$ cat src/rtl/i2c_pkg.sv
// Engine command codes and sequencer state encodings shared by the sequencer
// and the bit-level I2C engine.
package i2c_pkg;

  typedef enum logic [2:0] {
    CMD_GET       = 3'd0,
    CMD_START     = 3'd1,
    CMD_SEND_ONE  = 3'd2,
    CMD_RSTART    = 3'd3,
    CMD_STOP      = 3'd4,
    CMD_SEND_BYTE = 3'd5,
    CMD_RECV_BYTE = 3'd6,
    CMD_SEND_ZERO = 3'd7
  } cmd_e;

  typedef enum logic [3:0] {
    ST_IDLE,
    ST_START,
    ST_DEV_W,
    ST_REG,
    ST_WR_BYTE,
    ST_RSTART,
    ST_DEV_R,
    ST_RECV,
    ST_ACK,
    ST_STOP,
    ST_FAIL_STOP
  } seq_state_e;

  localparam int DEF_MAX_BYTES = 4;
  localparam int DEF_CNT_W     = 3;
  localparam int DEF_RETRY_MAX = 2;

  // The ACK step sends NACK (SEND_ONE) after the last byte, ACK (SEND_ZERO) otherwise.
  function automatic cmd_e state_cmd(input seq_state_e s, input logic last_byte);
    cmd_e c;
    case (s)
      ST_START:                                   c = CMD_START;
      ST_DEV_W, ST_REG, ST_WR_BYTE, ST_DEV_R:     c = CMD_SEND_BYTE;
      ST_RSTART:                                  c = CMD_RSTART;
      ST_RECV:                                    c = CMD_RECV_BYTE;
      ST_ACK:                                     c = last_byte ? CMD_SEND_ONE : CMD_SEND_ZERO;
      ST_STOP, ST_FAIL_STOP:                      c = CMD_STOP;
      default:                                    c = CMD_GET;
    endcase
    return c;
  endfunction

endpackage

$ cat src/rtl/i2c_seq_ctrl_if.sv
// Host request/status and bit-engine command signals of the I2C sequencer.
interface i2c_seq_ctrl_if #(
  parameter int MAX_BYTES = 4,
  parameter int CNT_W     = 3
);
  logic                   start;
  logic                   rw;
  logic [6:0]             dev_addr;
  logic [7:0]             reg_addr;
  logic [CNT_W-1:0]       byte_count;
  logic [8*MAX_BYTES-1:0] wr_data;
  logic                   req_next;
  logic                   ack_failed;
  logic                   rx_valid;
  logic [7:0]             rx_byte;
  logic [2:0]             send_next_state;
  logic [7:0]             send_byte_data;
  logic                   busy;
  logic                   done;
  logic                   error;
  logic [8*MAX_BYTES-1:0] rd_data;

  modport master (
    input  start, rw, dev_addr, reg_addr, byte_count, wr_data,
    input  req_next, ack_failed, rx_valid, rx_byte,
    output send_next_state, send_byte_data, busy, done, error, rd_data
  );

  modport slave (
    output start, rw, dev_addr, reg_addr, byte_count, wr_data,
    output req_next, ack_failed, rx_valid, rx_byte,
    input  send_next_state, send_byte_data, busy, done, error, rd_data
  );
endinterface

$ cat src/rtl/i2c_byte_buf.sv
// Write-byte latch and read-byte capture lanes, each addressed by a byte index.
module i2c_byte_buf #(
  parameter int MAX_BYTES = 4,
  parameter int IDX_W     = 3
) (
  input  logic                   clock,
  input  logic                   reset,
  input  logic                   load,
  input  logic [8*MAX_BYTES-1:0] wr_data_in,
  input  logic [IDX_W-1:0]       wr_sel,
  output logic [7:0]             wr_byte,
  input  logic                   capture,
  input  logic [IDX_W-1:0]       rd_sel,
  input  logic [7:0]             rx_byte,
  output logic [8*MAX_BYTES-1:0] rd_data
);
  logic [8*MAX_BYTES-1:0] wr_flat;

  generate
    for (genvar gi = 0; gi < MAX_BYTES; gi++) begin : g_lane
      logic [7:0] wr_lane_reg;
      logic [7:0] rd_lane_reg;

      always_ff @(posedge clock) begin
        if (reset) begin
          wr_lane_reg <= '0;
          rd_lane_reg <= '0;
        end else begin
          if (load)
            wr_lane_reg <= wr_data_in[8*gi +: 8];
          if (capture && (rd_sel == IDX_W'(gi)))
            rd_lane_reg <= rx_byte;
        end
      end

      assign wr_flat[8*gi +: 8] = wr_lane_reg;
      assign rd_data[8*gi +: 8] = rd_lane_reg;
    end
  endgenerate

  always_comb begin
    wr_byte = '0;
    for (int i = 0; i < MAX_BYTES; i++)
      if (wr_sel == IDX_W'(i))
        wr_byte = wr_flat[8*i +: 8];
  end
endmodule

$ cat src/rtl/i2c_seq_ctrl.sv
// Multi-byte I2C transaction sequencer: steps the bit engine through burst
// read/write command sequences with bounded retry on NACK.
module i2c_seq_ctrl
  import i2c_pkg::*;
#(
  parameter int MAX_BYTES = DEF_MAX_BYTES,
  parameter int CNT_W     = DEF_CNT_W,
  parameter int RETRY_MAX = DEF_RETRY_MAX
) (
  input logic          clock,
  input logic          reset,
  i2c_seq_ctrl_if.master bus
);
  localparam int               RTY_W   = (RETRY_MAX > 0) ? $clog2(RETRY_MAX + 1) : 1;
  localparam logic [CNT_W-1:0] MAX_CNT = CNT_W'(MAX_BYTES);

  seq_state_e       state_reg, state_next;
  logic [CNT_W-1:0] idx_reg, idx_next, count_reg, count_clamped;
  logic [RTY_W-1:0] retry_reg, retry_next;
  logic             rw_reg;
  logic [6:0]       dev_reg;
  logic [7:0]       reg_addr_reg;
  logic [2:0]       cmd_reg;
  logic [7:0]       byte_reg, byte_next, wr_byte;
  logic             busy_reg, done_reg, error_reg, done_next, error_next;
  logic             accept, last_cur, last_next;

  assign accept    = (state_reg == ST_IDLE) && bus.start;
  assign last_cur  = (idx_reg == count_reg - 1'b1);
  assign last_next = (idx_next == count_reg - 1'b1);

  // Reads always move at least one byte; both directions are capped at the buffer size.
  always_comb begin
    count_clamped = bus.byte_count;
    if (bus.byte_count > MAX_CNT)
      count_clamped = MAX_CNT;
    if (bus.rw && (bus.byte_count == '0))
      count_clamped = CNT_W'(1);
  end

  always_comb begin
    state_next = state_reg;
    idx_next   = idx_reg;
    retry_next = retry_reg;
    done_next  = 1'b0;
    error_next = 1'b0;
    if (accept) begin
      state_next = ST_START;
      retry_next = '0;
    end else if ((state_reg != ST_IDLE) && (state_reg != ST_FAIL_STOP) && bus.ack_failed) begin
      state_next = ST_FAIL_STOP;
    end else if (bus.req_next) begin
      case (state_reg)
        ST_START: begin
          state_next = ST_DEV_W;
          idx_next   = '0;
        end
        ST_DEV_W:  state_next = ST_REG;
        ST_REG: begin
          if (rw_reg)
            state_next = ST_RSTART;
          else if (count_reg == '0)
            state_next = ST_STOP;
          else
            state_next = ST_WR_BYTE;
        end
        ST_WR_BYTE: begin
          if (last_cur) begin
            state_next = ST_STOP;
          end else begin
            idx_next = idx_reg + 1'b1;
          end
        end
        ST_RSTART: state_next = ST_DEV_R;
        ST_DEV_R:  state_next = ST_RECV;
        ST_RECV:   state_next = ST_ACK;
        ST_ACK: begin
          if (last_cur) begin
            state_next = ST_STOP;
          end else begin
            state_next = ST_RECV;
            idx_next   = idx_reg + 1'b1;
          end
        end
        ST_STOP: begin
          state_next = ST_IDLE;
          done_next  = 1'b1;
        end
        ST_FAIL_STOP: begin
          if (retry_reg == RTY_W'(RETRY_MAX)) begin
            state_next = ST_IDLE;
            error_next = 1'b1;
          end else begin
            state_next = ST_START;
            retry_next = retry_reg + 1'b1;
          end
        end
        default:   state_next = ST_IDLE;
      endcase
    end
  end

  always_comb begin
    byte_next = '0;
    case (state_next)
      ST_DEV_W:   byte_next = {dev_reg, 1'b0};
      ST_REG:     byte_next = reg_addr_reg;
      ST_WR_BYTE: byte_next = wr_byte;
      ST_DEV_R:   byte_next = {dev_reg, 1'b1};
      default:    byte_next = '0;
    endcase
  end

  always_ff @(posedge clock) begin
    if (reset) begin
      state_reg    <= ST_IDLE;
      idx_reg      <= '0;
      retry_reg    <= '0;
      count_reg    <= '0;
      rw_reg       <= 1'b0;
      dev_reg      <= '0;
      reg_addr_reg <= '0;
      cmd_reg      <= CMD_GET;
      byte_reg     <= '0;
      busy_reg     <= 1'b0;
      done_reg     <= 1'b0;
      error_reg    <= 1'b0;
    end else begin
      state_reg <= state_next;
      idx_reg   <= idx_next;
      retry_reg <= retry_next;
      cmd_reg   <= state_cmd(state_next, last_next);
      byte_reg  <= byte_next;
      busy_reg  <= (state_next != ST_IDLE);
      done_reg  <= done_next;
      error_reg <= error_next;
      if (accept) begin
        rw_reg       <= bus.rw;
        dev_reg      <= bus.dev_addr;
        reg_addr_reg <= bus.reg_addr;
        count_reg    <= count_clamped;
      end
    end
  end

  i2c_byte_buf #(
    .MAX_BYTES (MAX_BYTES),
    .IDX_W     (CNT_W)
  ) u_byte_buf (
    .clock      (clock),
    .reset      (reset),
    .load       (accept),
    .wr_data_in (bus.wr_data),
    .wr_sel     (idx_next),
    .wr_byte    (wr_byte),
    .capture    ((state_reg == ST_RECV) && bus.rx_valid),
    .rd_sel     (idx_reg),
    .rx_byte    (bus.rx_byte),
    .rd_data    (bus.rd_data)
  );

  assign bus.send_next_state = cmd_reg;
  assign bus.send_byte_data  = byte_reg;
  assign bus.busy            = busy_reg;
  assign bus.done            = done_reg;
  assign bus.error           = error_reg;
endmodule

$ cat src/flat_wrapper.sv
// flat-port wrapper written by rule: the top's interface ports become plain ports
module i2c_seq_ctrl_flat import i2c_pkg::*;
#(
  parameter int MAX_BYTES = DEF_MAX_BYTES,
  parameter int CNT_W     = DEF_CNT_W,
  parameter int RETRY_MAX = DEF_RETRY_MAX
)
  (clock, reset, bus_start, bus_rw, bus_dev_addr, bus_reg_addr, bus_byte_count, bus_wr_data, bus_req_next, bus_ack_failed, bus_rx_valid, bus_rx_byte, bus_send_next_state, bus_send_byte_data, bus_busy, bus_done, bus_error, bus_rd_data);
  i2c_seq_ctrl_if #(.MAX_BYTES(MAX_BYTES), .CNT_W(CNT_W)) bus_i ();
  input logic clock;
  input logic reset;
  input wire logic [$bits(bus_i.start)-1:0] bus_start;
  input wire logic [$bits(bus_i.rw)-1:0] bus_rw;
  input wire logic [$bits(bus_i.dev_addr)-1:0] bus_dev_addr;
  input wire logic [$bits(bus_i.reg_addr)-1:0] bus_reg_addr;
  input wire logic [$bits(bus_i.byte_count)-1:0] bus_byte_count;
  input wire logic [$bits(bus_i.wr_data)-1:0] bus_wr_data;
  input wire logic [$bits(bus_i.req_next)-1:0] bus_req_next;
  input wire logic [$bits(bus_i.ack_failed)-1:0] bus_ack_failed;
  input wire logic [$bits(bus_i.rx_valid)-1:0] bus_rx_valid;
  input wire logic [$bits(bus_i.rx_byte)-1:0] bus_rx_byte;
  output wire logic [$bits(bus_i.send_next_state)-1:0] bus_send_next_state;
  output wire logic [$bits(bus_i.send_byte_data)-1:0] bus_send_byte_data;
  output wire logic [$bits(bus_i.busy)-1:0] bus_busy;
  output wire logic [$bits(bus_i.done)-1:0] bus_done;
  output wire logic [$bits(bus_i.error)-1:0] bus_error;
  output wire logic [$bits(bus_i.rd_data)-1:0] bus_rd_data;
  assign bus_i.start = bus_start;
  assign bus_i.rw = bus_rw;
  assign bus_i.dev_addr = bus_dev_addr;
  assign bus_i.reg_addr = bus_reg_addr;
  assign bus_i.byte_count = bus_byte_count;
  assign bus_i.wr_data = bus_wr_data;
  assign bus_i.req_next = bus_req_next;
  assign bus_i.ack_failed = bus_ack_failed;
  assign bus_i.rx_valid = bus_rx_valid;
  assign bus_i.rx_byte = bus_rx_byte;
  assign bus_send_next_state = bus_i.send_next_state;
  assign bus_send_byte_data = bus_i.send_byte_data;
  assign bus_busy = bus_i.busy;
  assign bus_done = bus_i.done;
  assign bus_error = bus_i.error;
  assign bus_rd_data = bus_i.rd_data;
  i2c_seq_ctrl #(.MAX_BYTES(MAX_BYTES), .CNT_W(CNT_W), .RETRY_MAX(RETRY_MAX)) u_core (.clock(clock), .reset(reset), .bus(bus_i));
endmodule
$ cat config.mk
export PLATFORM = sky130hd
export DESIGN_NAME = i2c_seq_ctrl_flat
export DESIGN_NICKNAME = d
export VERILOG_FILES = /design/src/rtl/i2c_pkg.sv /design/src/rtl/i2c_seq_ctrl_if.sv /design/src/rtl/i2c_byte_buf.sv /design/src/rtl/i2c_seq_ctrl.sv /design/src/flat_wrapper.sv
export SDC_FILE = /design/constraint.sdc
export NUM_CORES = 1
export LEC_CHECK = 0
export CAP_MARGIN = 20
export CORE_MARGIN = 4
export CORE_UTILIZATION = 40
export DETAILED_ROUTE_END_ITERATION = 10
export GPL_ROUTABILITY_DRIVEN = 1
export HOLD_SLACK_MARGIN = 0.06
export PLACE_DENSITY = 0.69
export SYNTH_ARGS = -nofsm -noshare
export SYNTH_HDL_FRONTEND = slang
export SYNTH_SLANG_ARGS = --single-unit
$ cat constraint.sdc
create_clock -name clock -period 2.4 [get_ports clock]
set_input_delay 0.24 -clock clock [delete_from_list [all_inputs] [get_ports clock]]
set_output_delay 0.24 -clock clock [all_outputs]
set_load 0.01 [all_outputs]
# ---- After elaboration in Yosys (flattened, before gate mapping)
# Cells that the tools add are included.
dict set report classes {
  addsub 3
  order_cmp 1
  eq_ne 30
  muxes 25
  bitwise 4
  n_reduce_logical 23
}
# operator count
set op_table {}
lappend op_table {{$pmux 4 s9} 1}
lappend op_table {{$eq 4x3->1 const B} 8}
lappend op_table {{$mux 8} 4}
lappend op_table {{$pmux 8 s4} 1}
lappend op_table {{$mux 4} 7}
lappend op_table {{$eq 4x4->1 const B} 6}
lappend op_table {{$mux 3} 7}
lappend op_table {{$pmux 3 s6} 1}
lappend op_table {{$eq 4x2->1 const B} 4}
lappend op_table {{$eq 3x2->1 const B} 4}
lappend op_table {{$logic_not 3->1} 4}
lappend op_table {{$logic_and 1x1->1} 9}
lappend op_table {{$eq 4x1->1 const B} 2}
lappend op_table {{$reduce_bool 4->1} 2}
lappend op_table {{$reduce_or 4->1} 2}
lappend op_table {{$eq 3x1->1 const B} 2}
lappend op_table {{$eq 3x3->1} 2}
lappend op_table {{$pmux 3 s2} 1}
lappend op_table {{$reduce_or 2->1} 3}
lappend op_table {{$reduce_or 5->1} 1}
lappend op_table {{$logic_not 4->1} 1}
lappend op_table {{$ne 4x4->1 const B} 1}
lappend op_table {{$not 1->1} 4}
lappend op_table {{$reduce_and 4->1} 1}
lappend op_table {{6 further kinds} 8}
dict set report word_totals {
  ff_bits 106
  input_bits 65
  out_inout_bits 46
  wordCells 106
}

# ---- Longest topological paths before layout
dict set report depth {
  ltp_word 13
  depth_mapped 12
  depth_no_buf 10
}

# ---- Hierarchy
# From an unflattened synthesis, not the netlist that was laid out.
dict set report unflattened {
  hier_cells 533
  hier_area_um2 4942.2
}
# module n_inst cells_each area_per_inst_um2 seq_area_each_um2
set by_module_without_submodules {}
lappend by_module_without_submodules {i2c_byte_buf 1 250 2657.5 1281.2}
lappend by_module_without_submodules {i2c_seq_ctrl 1 283 2284.7 840.8}

# ---- Worst setup path after synthesis
# No wires, ideal clock.
dict set report synth_path {
  path_kind {flip-flop to flip-flop}
  start {register u_core.count_reg[0]}
  end {register u_core.byte_reg[7] (netlist: u_core.bus.send_byte_data[7])}
  setup_time_ps 80
  arrival_time_ps 2534
  t_required_ps 2320
  setup_slack_ps -215
  stages_incl_launch_ff 12
  path_buffers 1
  period_less_slack_ps 2615
  cell_sequence {dfxtp_1 -> inv_1 -> ha_1 -> ha_1 -> xnor2_1 -> nor3_4 -> a21o_4 -> a21oi_4 -> buf_8 -> nand2_1 -> a32o_1 -> o221ai_2}
}
dict set report synth_via {
  elab_chain_len 13
  elab_cells_between_ends 29
  cone_classes {add/sub: 1; eq/ne: 8; mux: 18; reduce/logical: 2}
}
# item line
set synth_lines {}
lappend synth_lines {{from (decl)} i2c_seq_ctrl.sv:18} ;# logic [CNT_W-1:0] idx_reg, idx_next, count_reg, count_clamped;
lappend synth_lines {{from (signal assigned)} i2c_seq_ctrl.sv:141} ;# count_reg <= count_clamped;
lappend synth_lines {{$sub 3x1->3} i2c_seq_ctrl.sv:29} ;# assign last_cur = (idx_reg == count_reg - 1'b1);
lappend synth_lines {{$eq 3x3->1} i2c_seq_ctrl.sv:29}
lappend synth_lines {{$mux 3} {i2c_seq_ctrl.sv:68, i2c_seq_ctrl.sv:78}}
lappend synth_lines {{$pmux 3 s2} i2c_seq_ctrl.sv:53} ;# case (state_reg)
lappend synth_lines {{$mux 3} i2c_seq_ctrl.sv:52} ;# end else if (bus.req_next) begin
lappend synth_lines {{$mux 3} i2c_seq_ctrl.sv:50} ;# end else if ((state_reg != ST_IDLE) && (state_reg != ST_FAIL_STOP) && bus.ack_failed) begin
lappend synth_lines {{$mux 3} i2c_seq_ctrl.sv:47} ;# if (accept) begin
lappend synth_lines {{$logic_not 3->1} i2c_byte_buf.sv:44} ;# if (wr_sel == IDX_W'(i))
lappend synth_lines {{$mux 8 (4 in series)} i2c_byte_buf.sv:44}
lappend synth_lines {{$pmux 8 s4 *} i2c_seq_ctrl.sv:105} ;# case (state_next)
lappend synth_lines {{to (signal assigned)} i2c_seq_ctrl.sv:133} ;# byte_reg <= byte_next;
lappend synth_lines {{to (decl)} i2c_seq_ctrl.sv:24} ;# logic [7:0] byte_reg, byte_next, wr_byte;
# Mark *: on every way between the ends. The rest lies on a longest branch, timed or not.
# A chain may end at the register's enable or synchronous reset.

# ---- Worst setup path after layout
dict set report layout_path {
  start {register u_core.count_reg[0]}
  end {register u_core.byte_reg[0] (netlist: u_core.bus.send_byte_data[0])}
}
# Same word-level chain as after synthesis.

==> impl_results.md <==
* Hold Startpoint: reset
* Drt total wl at 14,000 µm
* Adder-cell share of the synthesized area at 2.07%
* Layout cells sized above 1 at 17.0%
* Max-slew violations at 0
* Worst VDD drop at approximately 0.37 mV
* Post-synthesis sequential area ratio at 43.8%
* Via Count at 4,602
* FF+latch count, synth at 106
* Synth cell types at 70
* DRT Pass-1 Iters at 5
* DP Wirelength at 10,300 µm
* Drc violations at 0
* Buffers plus inverters on the worst setup path at 3
* CTS tree: done
* RD Place Congestion at just over 0.9
* Diode count at 0
* DP Area at 6380 µm²
* Area occupied by multi-input gates at 2630 µm²
* R2R Setup Slk at -0.004 ns
* Reg area at 2130 µm²
* Die height at 118 µm
* Post-Syn Nets at 661
* Compound-Gate Fraction of Synth Area at 19.6%
* # IOs at 111
* P_leak at roughly 2.5 nW
* Area of the die at between 10,000 and 15,000 µm²
* Final worst path period need at 2.40 ns
* Reg2reg end: u_core.bus.send_byte_data[0]$_SDFF_PP0_
* Worst clock skew at around 0.013 ns
* Largest family of logic cells by synthesized area: simple AND/OR/NAND/NOR gates
* Max-cap viol count at 0
* Worst EP required at 2.64 ns
* WP data arrival at 2.65 ns
* Routed wire per std cell at 16.0 µm
* Critical Path Sink Type: flip-flop
* Depth of the CTS H-tree at 3
* Hold Crit Depth at 4
* Total congestion overflow at 0
* Worst-path cell chain: inv_2 -> ha_4 -> ha_4 -> xnor2_4 -> nor3_4 -> buf_12 -> a32o_2 -> or2_4 -> buf_4 -> nand2_1 -> o211ai_1 -> o32ai_1
* Delay-heaviest family, CP: compound AO/OA/AOI/OAI gates
* Tightest Pin Transition at 0.429 ns
* F_max at 416 MHz
* Core Rows at 39
* Iter 0 DRT Violations at 340
* CTS Buffer Depth at 2
* CP max FO at 8
* # nets final at 797
* Worst-skew pair later-pin latency at ~0.34 ns
* Fillers at 1,032
* Async S/R FF share, synth at 0%
* CP max stage delay at between 0.3 and 0.4 ns
* Xor/xnor share of the synthesized area at under 10%
* Main flop type after synthesis: dfxtp_1
* Mux cell area share after synthesis at 3.95%
* Status: complete, but fails checks
* Slew margin rel. at a little under three quarters
* DR vias/cell at around 5.3
* Setup violations, final at 1
* Vias in the first global route at 4,752
* EDFF count, synth at 0
* Violated checks: setup timing
* Gr usage total at around 19%
* CTS Buf Count at 9
* Mean Syn Cell Area at 8.23 µm²
* Worst path slowest cell: dfxtp_2
* WS Path Type: flip-flop to flip-flop
* Post-DRT Antenna Nets at 0
* Worst R2R Path Depth at 12
* Hold WC Path Type: input port to flip-flop
* Worst setup margin at -0.00388 ns
* Initial antenna violation count at 0
* I/O Buffers at 110
* Most frequent CP cell: ha_4
* First-pass GRT wire length at 22,700 µm
* Clock-pin slew on the worst setup and hold paths at approximately 0.070 ns
* Finished Cell Area at 6870 µm²
* Power Dens Cells at 791 nW/µm²
* Simple-Gate Fraction of Synth Area at 22.9%
* Syn Inst Count at 588
* CTS sink count at 106
* Worst hold path endpoint: u_core.bus.send_next_state[0]$_SDFF_PP0_
* Pin count of the biggest net entering global routing at 38
* Area Overhead vs Synth at 41.9%
* Starting Density at 41.7%
* Mapped Area at 4840 µm²
* Unrepaired setup endpoints after global routing: yes
* CP Launch Type: flip-flop
* Final period util at 100%
* Hold WS at 0.403 ns
* YS warnings at 0
* Core Area at roughly 12,000 µm²
* Root Buffer: clkbuf_16
* Die Span X at 118 µm
* Final number of hold-violating endpoints at 0
* R2r startpoint: u_core.count_reg[0]$_SDFFE_PP0P_
[worst min-delay path, stage by stage]
cell and delay, ns:
buf_2 0.15, nor2b_1 0.12, o21ai_1 0.10, o21ai_1 0.08
[per-stage QoR]
step	TNS, ns	util (%)	setup WS (ns)	power (mW)	instances
global placement	-0.366	54.9	-0.0742	3.79	851
finish	-0.00388	59.1	-0.00388	5.44	871
global route	-0.808	59.1	-0.105	5.71	871
CTS	-0.0000833	58.6	-0.0000833	5.38	870
floorplan	0	-	0.00926	3.12	588
detailed placement	-1.05	54.9	-0.144	3.83	851
[final cells by class]
cell class                 instances  share of cell area [%]
timing repair buffer             164                    22.8
sequential                       106                    30.9
inverter                          20                    1.09
tap                              143                    2.60
clock inverter                     5                   0.911
multi-input combinational        423                    38.3
clock buffer                      10                    3.33
[power breakdown]
group          internal, mW  switching [mW]  leakage, nW  total (mW)
logic                 0.879            1.01         1.53        1.89
clock network         0.811           0.651        0.136        1.46
registers              1.95           0.132        0.864        2.09
[worst max path at each step]
stage	from	to	slack (ns)	depth (start not counted)
floorplan	u_core.count_reg[0]$_SDFFE_PP0P_	u_core.bus.send_byte_data[2]$_SDFF_PP0_	0.009	12
global placement	bus_start	u_core.bus.send_byte_data[1]$_SDFF_PP0_	-0.07	8
detailed placement	u_core.count_reg[1]$_SDFFE_PP0P_	u_core.bus.send_byte_data[5]$_SDFF_PP0_	-0.14	10
CTS	u_core.count_reg[0]$_SDFFE_PP0P_	u_core.bus.send_byte_data[2]$_SDFF_PP0_	-0.00008	12
global route	u_core.count_reg[0]$_SDFFE_PP0P_	u_core.bus.send_byte_data[1]$_SDFF_PP0_	-0.10	12
finish	u_core.count_reg[0]$_SDFFE_PP0P_	u_core.bus.send_byte_data[0]$_SDFF_PP0_	-0.004	12
[placed cells by master (no fill, tap or decap), drive strengths merged, types with 5 or more instances in the layout]
| cell type | instances |
|---|---|
| inv | 22 |
| nand3 | 30 |
| mux2i | 18 |
| a21oi | 83 |
| buf | 55 |
| nor3 | 13 |
| ha | 8 |
| nor2 | 31 |
| a32o | 8 |
| clkbuf | 10 |
| xnor2 | 5 |
| o21ai | 12 |
| dfxtp | 106 |
| clkdlybuf4s50 | 109 |
| nand2 | 150 |
| o221ai | 9 |
[cell usage after synthesis (2+ instances only)]
| master | number | area share [%] |
|---|---|---|
| ha_1 | 8 | 2.1 |
| mux2i_1 | 18 | 3.7 |
| o221ai_2 | 2 | 0.62 |
| buf_6 | 3 | 0.70 |
| o2111ai_1 | 2 | 0.36 |
| nor4_1 | 3 | 0.39 |
| nand3_1 | 29 | 3.0 |
| and4_1 | 2 | 0.36 |
| nand4_1 | 2 | 0.26 |
| nor3_4 | 2 | 0.67 |
| o221ai_1 | 7 | 1.3 |
| nor3b_1 | 2 | 0.31 |
| a32o_1 | 7 | 1.4 |
| buf_2 | 5 | 0.52 |
| o31a_1 | 2 | 0.36 |
| o211ai_1 | 4 | 0.62 |
| o21ai_0 | 8 | 0.83 |
| dfxtp_1 | 106 | 44 |
| o21ai_1 | 4 | 0.41 |
| xnor2_1 | 4 | 0.72 |
| nor3_1 | 9 | 0.93 |
| a21oi_1 | 81 | 8.4 |
| nor2b_1 | 4 | 0.52 |
| nand2_1 | 150 | 12 |
| or2_1 | 2 | 0.26 |
| xor2_1 | 3 | 0.54 |
| nor3_2 | 2 | 0.41 |
| clkbuf_1 | 28 | 2.2 |
| nor2_1 | 30 | 2.3 |
| inv_1 | 19 | 1.5 |
[logic make-up after synthesis]
logic type / count (synthesis)
compound gates: 141
simple gates: 246
buf+inv: 59
mux: 19
flops: 106
xor+xnor: 9
fa+ha+maj: 8
[per-layer routing]
layer	share of wire, %	global-route usage, %	vias to the layer above
li1	-	-	2308
met1	43	24.4	2159
met2	51	33.6	115
met3	4.5	3.70	20
met4	1.4	6.59	0
met5	0	0	-
[what timing repair did]
action,4_1_cts,5_1_grt
endpoints found under the setup margin,12,12
gates resized for setup,16,17
pin swaps,8,7
hold buffers,0,0
buffers inserted,4,3
No activity file was read; power rests on OpenSTA's default activity.
